===== src/rtl/apb_arb_pkg.sv =====
// Shared types for the AHB-to-APB bridge port arbiter: FSM state encoding and error codes.
package apb_arb_pkg;

  // Arbiter FSM states, encoded IDLE=0, ISSUE=1, WAIT=2, RESP=3
  typedef enum logic [1:0] {
    StIdle  = 2'd0,
    StIssue = 2'd1,
    StWait  = 2'd2,
    StResp  = 2'd3
  } arb_state_e;

  // Value presented on err_o during RESP
  localparam logic ErrNone    = 1'b0;
  localparam logic ErrTimeout = 1'b1;

endpackage


===== src/rtl/rr_picker.sv =====
// Combinational round-robin picker: first set request searching upward from (last+1) mod NUM_REQ.
module rr_picker #(
  parameter int unsigned NUM_REQ = 4
) (
  input  logic [NUM_REQ-1:0]         req_i,
  input  logic [$clog2(NUM_REQ)-1:0] last_i,
  output logic                       valid_o,
  output logic [$clog2(NUM_REQ)-1:0] win_o
);

  localparam int unsigned IdxW = $clog2(NUM_REQ);

  int unsigned cand;

  // Walk the ring from farthest to nearest so the nearest pending requester is the final assignment
  always_comb begin
    valid_o = |req_i;
    win_o   = '0;
    cand    = 0;
    for (int i = NUM_REQ; i >= 1; i--) begin
      cand = (int'(last_i) + i) % NUM_REQ;
      if (req_i[cand]) begin
        win_o = IdxW'(cand);
      end
    end
  end

endmodule


===== src/rtl/apb_bridge_arbiter.sv =====
// Round-robin arbiter sharing the AHB-lite slave port of the AHB-to-APB bridge among NUM_REQ
// requesters. One single-word transfer in flight at a time.
// Optional build macro ARB_TIMEOUT_EN: aborts a WAIT that lasts TIMEOUT_CYCLES cycles, reporting
// err_o=1 with rdata_o=0. Without it WAIT may last forever and err_o is tied low.
module apb_bridge_arbiter
  import apb_arb_pkg::*;
#(
  parameter int unsigned NUM_REQ        = 4,
  parameter int unsigned ADDR_WIDTH     = 8,
  parameter int unsigned TIMEOUT_CYCLES = 64
) (
  input  logic                          clk_i,
  input  logic                          rst_n_i,
  input  logic [NUM_REQ-1:0]            req_i,
  input  logic [NUM_REQ*ADDR_WIDTH-1:0] addr_i,
  input  logic [NUM_REQ-1:0]            write_i,
  input  logic [NUM_REQ*32-1:0]         wdata_i,
  output logic [NUM_REQ-1:0]            gnt_o,
  output logic [NUM_REQ-1:0]            done_o,
  output logic [31:0]                   rdata_o,
  output logic                          err_o,
  output logic                          hsel_o,
  output logic                          hready_o,
  output logic [ADDR_WIDTH-1:0]         haddr_o,
  output logic                          hwrite_o,
  output logic [31:0]                   hwdata_o,
  input  logic                          hready_i,
  input  logic [31:0]                   hrdata_i
);

  localparam int unsigned IdxW = $clog2(NUM_REQ);

  arb_state_e            state_q;
  logic [IdxW-1:0]       win_q;
  logic [IdxW-1:0]       last_q;
  logic                  first_q;
  logic [ADDR_WIDTH-1:0] addr_q;
  logic                  write_q;
  logic [31:0]           wdata_q;
  logic [NUM_REQ-1:0]    gnt_q;
  logic [NUM_REQ-1:0]    done_q;
  logic [31:0]           rdata_q;
  logic                  hsel_q;
  logic                  hready_q;

  logic                  pick_valid;
  logic [IdxW-1:0]       pick_idx;
  logic [NUM_REQ-1:0]    pick_oh;
  logic [NUM_REQ-1:0]    win_oh;

`ifdef ARB_TIMEOUT_EN
  localparam int unsigned CntW = ($clog2(TIMEOUT_CYCLES + 1) > 8) ?
                                 $clog2(TIMEOUT_CYCLES + 1) : 8;
  logic [CntW-1:0] tmo_cnt_q;
  logic            err_q;
`else
  logic            unused_timeout;
  assign unused_timeout = (TIMEOUT_CYCLES != 0);
`endif

  rr_picker #(
    .NUM_REQ (NUM_REQ)
  ) u_rr_picker (
    .req_i   (req_i),
    .last_i  (last_q),
    .valid_o (pick_valid),
    .win_o   (pick_idx)
  );

  assign pick_oh = NUM_REQ'(1) << pick_idx;
  assign win_oh  = NUM_REQ'(1) << win_q;

  // Arbiter FSM; every output is a register loaded for the state being entered
  always_ff @(posedge clk_i or negedge rst_n_i) begin
    if (!rst_n_i) begin
      state_q   <= StIdle;
      win_q     <= '0;
      last_q    <= IdxW'(NUM_REQ - 1);
      first_q   <= 1'b0;
      addr_q    <= '0;
      write_q   <= 1'b0;
      wdata_q   <= '0;
      gnt_q     <= '0;
      done_q    <= '0;
      rdata_q   <= '0;
      hsel_q    <= 1'b0;
      hready_q  <= 1'b0;
`ifdef ARB_TIMEOUT_EN
      tmo_cnt_q <= '0;
      err_q     <= ErrNone;
`endif
    end else begin
      // Single-cycle strobes default low
      hsel_q   <= 1'b0;
      hready_q <= 1'b0;
      done_q   <= '0;
      unique case (state_q)
        StIdle: begin
          if (pick_valid) begin
            win_q    <= pick_idx;
            addr_q   <= addr_i[int'(pick_idx)*ADDR_WIDTH +: ADDR_WIDTH];
            write_q  <= write_i[pick_idx];
            wdata_q  <= wdata_i[int'(pick_idx)*32 +: 32];
            gnt_q    <= pick_oh;
            hsel_q   <= 1'b1;
            hready_q <= 1'b1;
            state_q  <= StIssue;
          end
        end
        StIssue: begin
          first_q   <= 1'b1;
`ifdef ARB_TIMEOUT_EN
          tmo_cnt_q <= '0;
`endif
          state_q   <= StWait;
        end
        StWait: begin
          first_q <= 1'b0;
          // The bridge's hready in the first WAIT cycle still belongs to its previous phase
          if (!first_q && hready_i) begin
            rdata_q <= write_q ? 32'd0 : hrdata_i;
            done_q  <= win_oh;
            state_q <= StResp;
          end
`ifdef ARB_TIMEOUT_EN
          else if (tmo_cnt_q == CntW'(TIMEOUT_CYCLES - 1)) begin
            rdata_q <= 32'd0;
            err_q   <= ErrTimeout;
            done_q  <= win_oh;
            state_q <= StResp;
          end else begin
            tmo_cnt_q <= tmo_cnt_q + 1'b1;
          end
`endif
        end
        StResp: begin
          gnt_q   <= '0;
          rdata_q <= 32'd0;
          last_q  <= win_q;
`ifdef ARB_TIMEOUT_EN
          err_q   <= ErrNone;
`endif
          state_q <= StIdle;
        end
        default: state_q <= StIdle;
      endcase
    end
  end

  assign gnt_o    = gnt_q;
  assign done_o   = done_q;
  assign rdata_o  = rdata_q;
  assign hsel_o   = hsel_q;
  assign hready_o = hready_q;
  assign haddr_o  = addr_q;
  assign hwrite_o = write_q;
  assign hwdata_o = wdata_q;
`ifdef ARB_TIMEOUT_EN
  assign err_o    = err_q;
`else
  assign err_o    = ErrNone;
`endif

endmodule


===== config.mk =====
export PLATFORM = sky130hd
export DESIGN_NAME = apb_bridge_arbiter
export DESIGN_NICKNAME = d
export VERILOG_FILES = /design/src/rtl/apb_arb_pkg.sv /design/src/rtl/rr_picker.sv /design/src/rtl/apb_bridge_arbiter.sv
export SDC_FILE = /design/constraint.sdc
export NUM_CORES = 1
export LEC_CHECK = 0
export ABC_AREA = 1
export BUFFER_PORTS_ARGS = -buffer_cell sky130_fd_sc_hd__buf_2
export CORE_ASPECT_RATIO = 1.2
export CORE_MARGIN = 3
export CORE_UTILIZATION = 50
export DETAILED_ROUTE_END_ITERATION = 10
export HOLD_SLACK_MARGIN = 0.12
export PLACE_DENSITY = 0.86
export SYNTH_ARGS = -nofsm -noshare
export SYNTH_HDL_FRONTEND = slang
export SYNTH_SLANG_ARGS = --single-unit

===== constraint.sdc =====
create_clock -name clk_i -period 3.3 [get_ports clk_i]
set_input_delay 0.33 -clock clk_i [delete_from_list [all_inputs] [get_ports clk_i]]
set_output_delay 0.33 -clock clk_i [all_outputs]
set_load 0.1 [all_outputs]

======== Word-level counts from Yosys, hierarchy flattened ========
Index checks and enable logic that the tools add are counted.
word-level totals
  register bits after elaboration ......... 89
  bits of input ports ..................... 203
  output and inout bits ................... 84
  word-level logic and storage cells ...... 67
cells by class
  add/subtract/negate cells ............... 4
  order comparisons ....................... 5
  eq/ne operators ......................... 5
  shift-type cells ........................ 4
  multiplexer cells ....................... 27
  reduce and logical (&&, ||, !) cells .... 11
operators by type and width
  kind                   count
  $shiftx A128 B8 Y32    1
  $mux W32               2
  $pmux W32 S2           1
  $shiftx A32 B6 Y8      1
  $lt A2 B3 Y1 const B   5
  $mux W2                6
  $mux W4                3
  $bmux W1 S2            5
  $pmux W2 S4            1
  $pmux W4 S2            1
  $reduce_and A2 Y1      4
  $shl A1 B2 Y4 const A  2
  $mux W1                7
  $reduce_bool A2 Y1     3
  $add A2 B1 Y2 const B  2
  $add A2 B2 Y2 const B  2
  $eq A2 B2 Y1 const B   2
  $ne A2 B2 Y1 const B   2
  $reduce_or A4 Y1       1
  $eq A2 B1 Y1 const B   1
  $logic_not A2 Y1       1
  $pmux W1 S2            1
  $logic_and A1 B1 Y1    1
  $logic_not A1 Y1       1

======== Longest topological paths before layout ========
  depth after elaboration ................. 10
  depth in mapped cells ................... 17

======== Hierarchy ========
A second synthesis with hierarchy kept.
second synthesis, totals
  cell total of the unflattened synthesis .. 836
  area total of the unflattened synthesis .. 5296.3 µm²
modules (own cells, without submodules)
  module              times used  cells an instance  area each (µm²)  sequential area each (µm²)
  apb_bridge_arbiter  1           785                5029.8           2229.6
  rr_picker           1           51                 266.5            0.0

======== Least setup slack after synthesis ========
OpenSTA, ideal clock, no wires.
  kind .................................... reg-to-reg
  start ................................... register last_q[0]
  end ..................................... register wdata_q[11] (netlist: hwdata_o[11])
  library setup time ...................... 0.120 ns
  arrival time ............................ 1.708 ns
  required time ........................... 3.180 ns
  slack ................................... 1.473 ns
  cell stages (with the launch flop) ...... 17
  path buffers ............................ 3
  clock period less this slack ............ 1.827 ns
  cells stage by stage .................... dfstp_2 buf_6 inv_8 nand2_1 nand2_2 nand2_1 nand2_4 nor2_1 nand2_2 buf_6 buf_8 nand3_1 nand2_1 nand2_1 nand2_1 nand2_1 nand2_1
on the way
  word-level cells in the longest chain between the ends .. 8
  elaborated cells between the ends (all ways) .. 17
  classes of those cells .................. add/sub: 4; shift: 1; mux: 12
RTL lines
  element                        line                       text
  start: declaration             apb_bridge_arbiter.sv:35   logic [IdxW-1:0] last_q;
  start signal: assignment       apb_bridge_arbiter.sv:78   last_q <= IdxW'(NUM_REQ - 1);
  start signal: assignment       apb_bridge_arbiter.sv:139  last_q <= win_q;
  $add A2 B1 Y2                  rr_picker.sv:21            cand = (int'(last_i) + i) % NUM_REQ;
  $bmux W1 S2                    rr_picker.sv:22            if (req_i[cand]) begin
  $mux W1 (not written as such)  rr_picker.sv:22
  $mux W2 (3 in a row)           rr_picker.sv:22
  $mux W2 (*)                    rr_picker.sv:22
  $shiftx A128 B8 Y32 (*)        apb_bridge_arbiter.sv:103  wdata_q <= wdata_i[int'(pick_idx)*32 +: 32];
  end signal: assignment         apb_bridge_arbiter.sv:103
  end: declaration               apb_bridge_arbiter.sv:39   logic [31:0] wdata_q;
Mark *: on every way between the ends. The rest lies on a longest branch, timed or not. The select of a mux whose other input is x is not followed.
A chain may end at the register's enable or synchronous reset.

======== Worst setup path in the final report ========
  start ................................... register last_q[0]
  end ..................................... register gnt_q[2] (netlist: gnt_o[2])
on the way
  word-level cells in the longest chain between the ends .. 10
  elaborated cells between the ends (all ways) .. 19
  classes of those cells .................. add/sub: 4; shift: 1; mux: 14
RTL lines
  element                        line                       text
  $add A2 B1 Y2                  rr_picker.sv:21
  $bmux W1 S2                    rr_picker.sv:22
  $mux W1 (not written as such)  rr_picker.sv:22
  $mux W2 (3 in a row)           rr_picker.sv:22
  $mux W2 (*)                    rr_picker.sv:22
  $shl A1 B2 Y4 (*)              apb_bridge_arbiter.sv:70   assign pick_oh = NUM_REQ'(1) << pick_idx;
  $mux W4 (*)                    apb_bridge_arbiter.sv:99   if (pick_valid) begin
  $pmux W4 S2 (*)                apb_bridge_arbiter.sv:97   unique case (state_q)
  end signal: assignment         apb_bridge_arbiter.sv:104  gnt_q <= pick_oh;
  end: declaration               apb_bridge_arbiter.sv:40   logic [NUM_REQ-1:0] gnt_q;
Marked as above.

==> metrics.csv <==
metric;value;unit
status;finished clean;
cp.required;3.49;ns
synth_edf_count;0;
rsz0062_at_grt;no;
fill_cells;1076;
drive_gt1_share;33.1;%
gr-total-overflow;0;
clock_skew;0.00965;ns
cts_made_buffers;9;
layout.area.seq;2230;um2
worstPathCellList;inv_8, nand2_1, nand2_2, nand2_1, nand2_4, nor2_1, nand2_4, nand2_2, buf_12, inv_1, nand3_1, o21ai_0;
antenna_left;0;
avgViaCountPerCell;4.99;
async_flop_share;100;%
die_y;127;um
clk_latency;0.34;ns
synth_compound_area_share;4.13;%
r2r-start;last_q[0];
crit_path_start_kind;flip-flop;
synth_ff_type;dfrtp_1;
synth-simple-area-share;42.3;%
drv_slew;0;
avgRoutedWirePerCell;14.3;um
crit_fanout;34;
setup_tns;0;ns
syn_inst;889;
io_buffers;285;
initial_core_util;52.2;%
yosysMostFrequentCell;nand2_1;
place.gp.congestion;0.882;
syn_avg_cell_area;6.91;um2
ys_warn_count;0;
drt_iter0_markers;419;
max_slew.worst_pin.slew;1.01;ns
die_w;107;um
drc;0;
hold_path_class;in -> async;
core;11800;um2
crit_arrival;2.67;ns
synthAdderAreaFrac;0.814;%
cts_tree;yes;
r2r-end;gnt_o[2];
synth_top_family_by_area;simple AND/OR/NAND/NOR gates;
hpwl;13500;um
grt_max_degree;81;
setup.worst_path.start;last_q[0];
crit_buf_inv;3;
cp-end-kind;flip-flop;
clk_pin_slew_worst_paths;0.07;ns
post-cts-setup-buffers;0;
htree_num_levels;3;
synth_area_leaders;dfrtp_1 (35%), nand2_1 (19%), nand3_1 (13%);
multi_input_area;2930;um2
ioPinCount;287;
netlist_top_cells_count;nand2_1 (316), nand3_1 (165), inv_1 (132);
synthXorXnorAreaFrac;0;%
root_buffer;clkbuf_16;
postCtsHoldBufs;0;
nNetsFinal;1346;
placement_rows;43;
setup_violations;0;
grt_use_total;26.8;%
yosysTopAreaCell;dfrtp_1;
period_share;75.5;%
crit_family;simple AND/OR/NAND/NOR gates;
clockBufferDepth;2;
crit_type;reg -> reg;
antenna_cells;0;
antenna_found_initial;0;
cts-resized-gates;0;
relSlewSlack;32.4;%
r2r_cells;12;
max_stage_delay;0.66;ns
drtPass1Iterations;5;
r2r_setup_slack;0.81;ns
via_count;6488;
ys_types;29;
netlist_area;6150;um2
drt-total-wl;18500;um
yosysTopAreaCellShare;35.4;%
yosysSeqAreaShare;36.3;%
grt_pass1_wl;29700;um
grt_pass1_vias;6288;
cts_num_sinks;89;
areaGrowthSynthToFinish;26.2;%
fin_crit;2.49;ns
synth.area.mux_share;0;%
dieArea;13700;um2
max_cap_violations;0;
synth-seq-cells;89;
critPathSlowestCell;dfstp_2;
synth_fp_nets;1096;
hold_viol;0;
fmax;0.402;GHz
routing by layer:
| metal | track usage, % | wire, um | vias to the layer above |
|---|---|---|---|
| li1 | - | - | 3258 |
| met1 | 31.8 | 7260 | 2910 |
| met2 | 47.0 | 9310 | 275 |
| met3 | 4.85 | 1350 | 45 |
| met4 | 11.5 | 627 | 0 |
| met5 | 0 | 0 | - |
stage by stage:
stage | hold slack [ns] | std cells | setup WS, ns | utilization [%] | cell area (um2)
after floorplan | 0.0344 | 889 | 1.47 | - | 6150
after global placement | 0.457 | 1285 | 0.882 | 63.1 | 7440
after detailed placement | 0.460 | 1285 | 0.795 | 63.1 | 7440
after CTS | 0.202 | 1301 | 0.798 | 65.8 | 7760
after global routing | 0.225 | 1301 | 0.555 | 65.8 | 7760
final | 0.150 | 1301 | 0.810 | 65.8 | 7760
cell usage in the layout, fill, tap and decap left out:
cell	count
a21oi_1	1
a31oi_1	1
buf_12	3
buf_2	284
buf_4	10
bufinv_16	1
clkbuf_16	9
clkinv_1	1
clkinv_4	1
conb_1	1
dfrtp_1	87
dfstp_2	2
ha_1	4
inv_1	132
inv_2	4
inv_6	1
inv_8	5
nand2_1	316
nand2_2	9
nand2_4	8
nand3_1	165
nand3_2	39
nor2_1	5
nor2_2	1
nor2_4	1
nor3_1	4
nor4_1	1
o21ai_0	45
o21ai_4	1
o22ai_1	2
final cells by class:
type                       count  area share [%]
multi-input combinational    604            37.8
timing repair buffer         297            20.1
clock inverter                 7            1.19
inverter                     138            6.78
clock buffer                   9            2.90
sequential                    89            28.7
tap                          157            2.53
logic make-up after synthesis:
| group | Yosys count |
|---|---|
| adders and majority gates | 4 |
| other | 1 |
| buffers and inverters | 196 |
| and+or+nand+nor | 549 |
| AOI/OAI and AO/OA | 50 |
| DFF | 89 |
state kept, by name (all words and copies together), names as in the netlist, 2 cells and up:
signal and count:
rdata_o 32, haddr_o 8, hwdata_o 32, done_o 4, gnt_o 4, state_q 2
last_q 2, win_q 2
worst max path at each step:
stage	to	slack, ns	depth (start not counted)
finish	gnt_o[2]	0.81	12
global route	haddr_o[3]	0.55	14
CTS	gnt_o[2]	0.80	12
detailed placement	haddr_o[5]	0.80	14
global placement	haddr_o[5]	0.88	14
floorplan	hwdata_o[11]	1.47	16
Power is not shown: default switching activity piles up to over one toggle a cycle in this logic, so the estimate is an artifact.
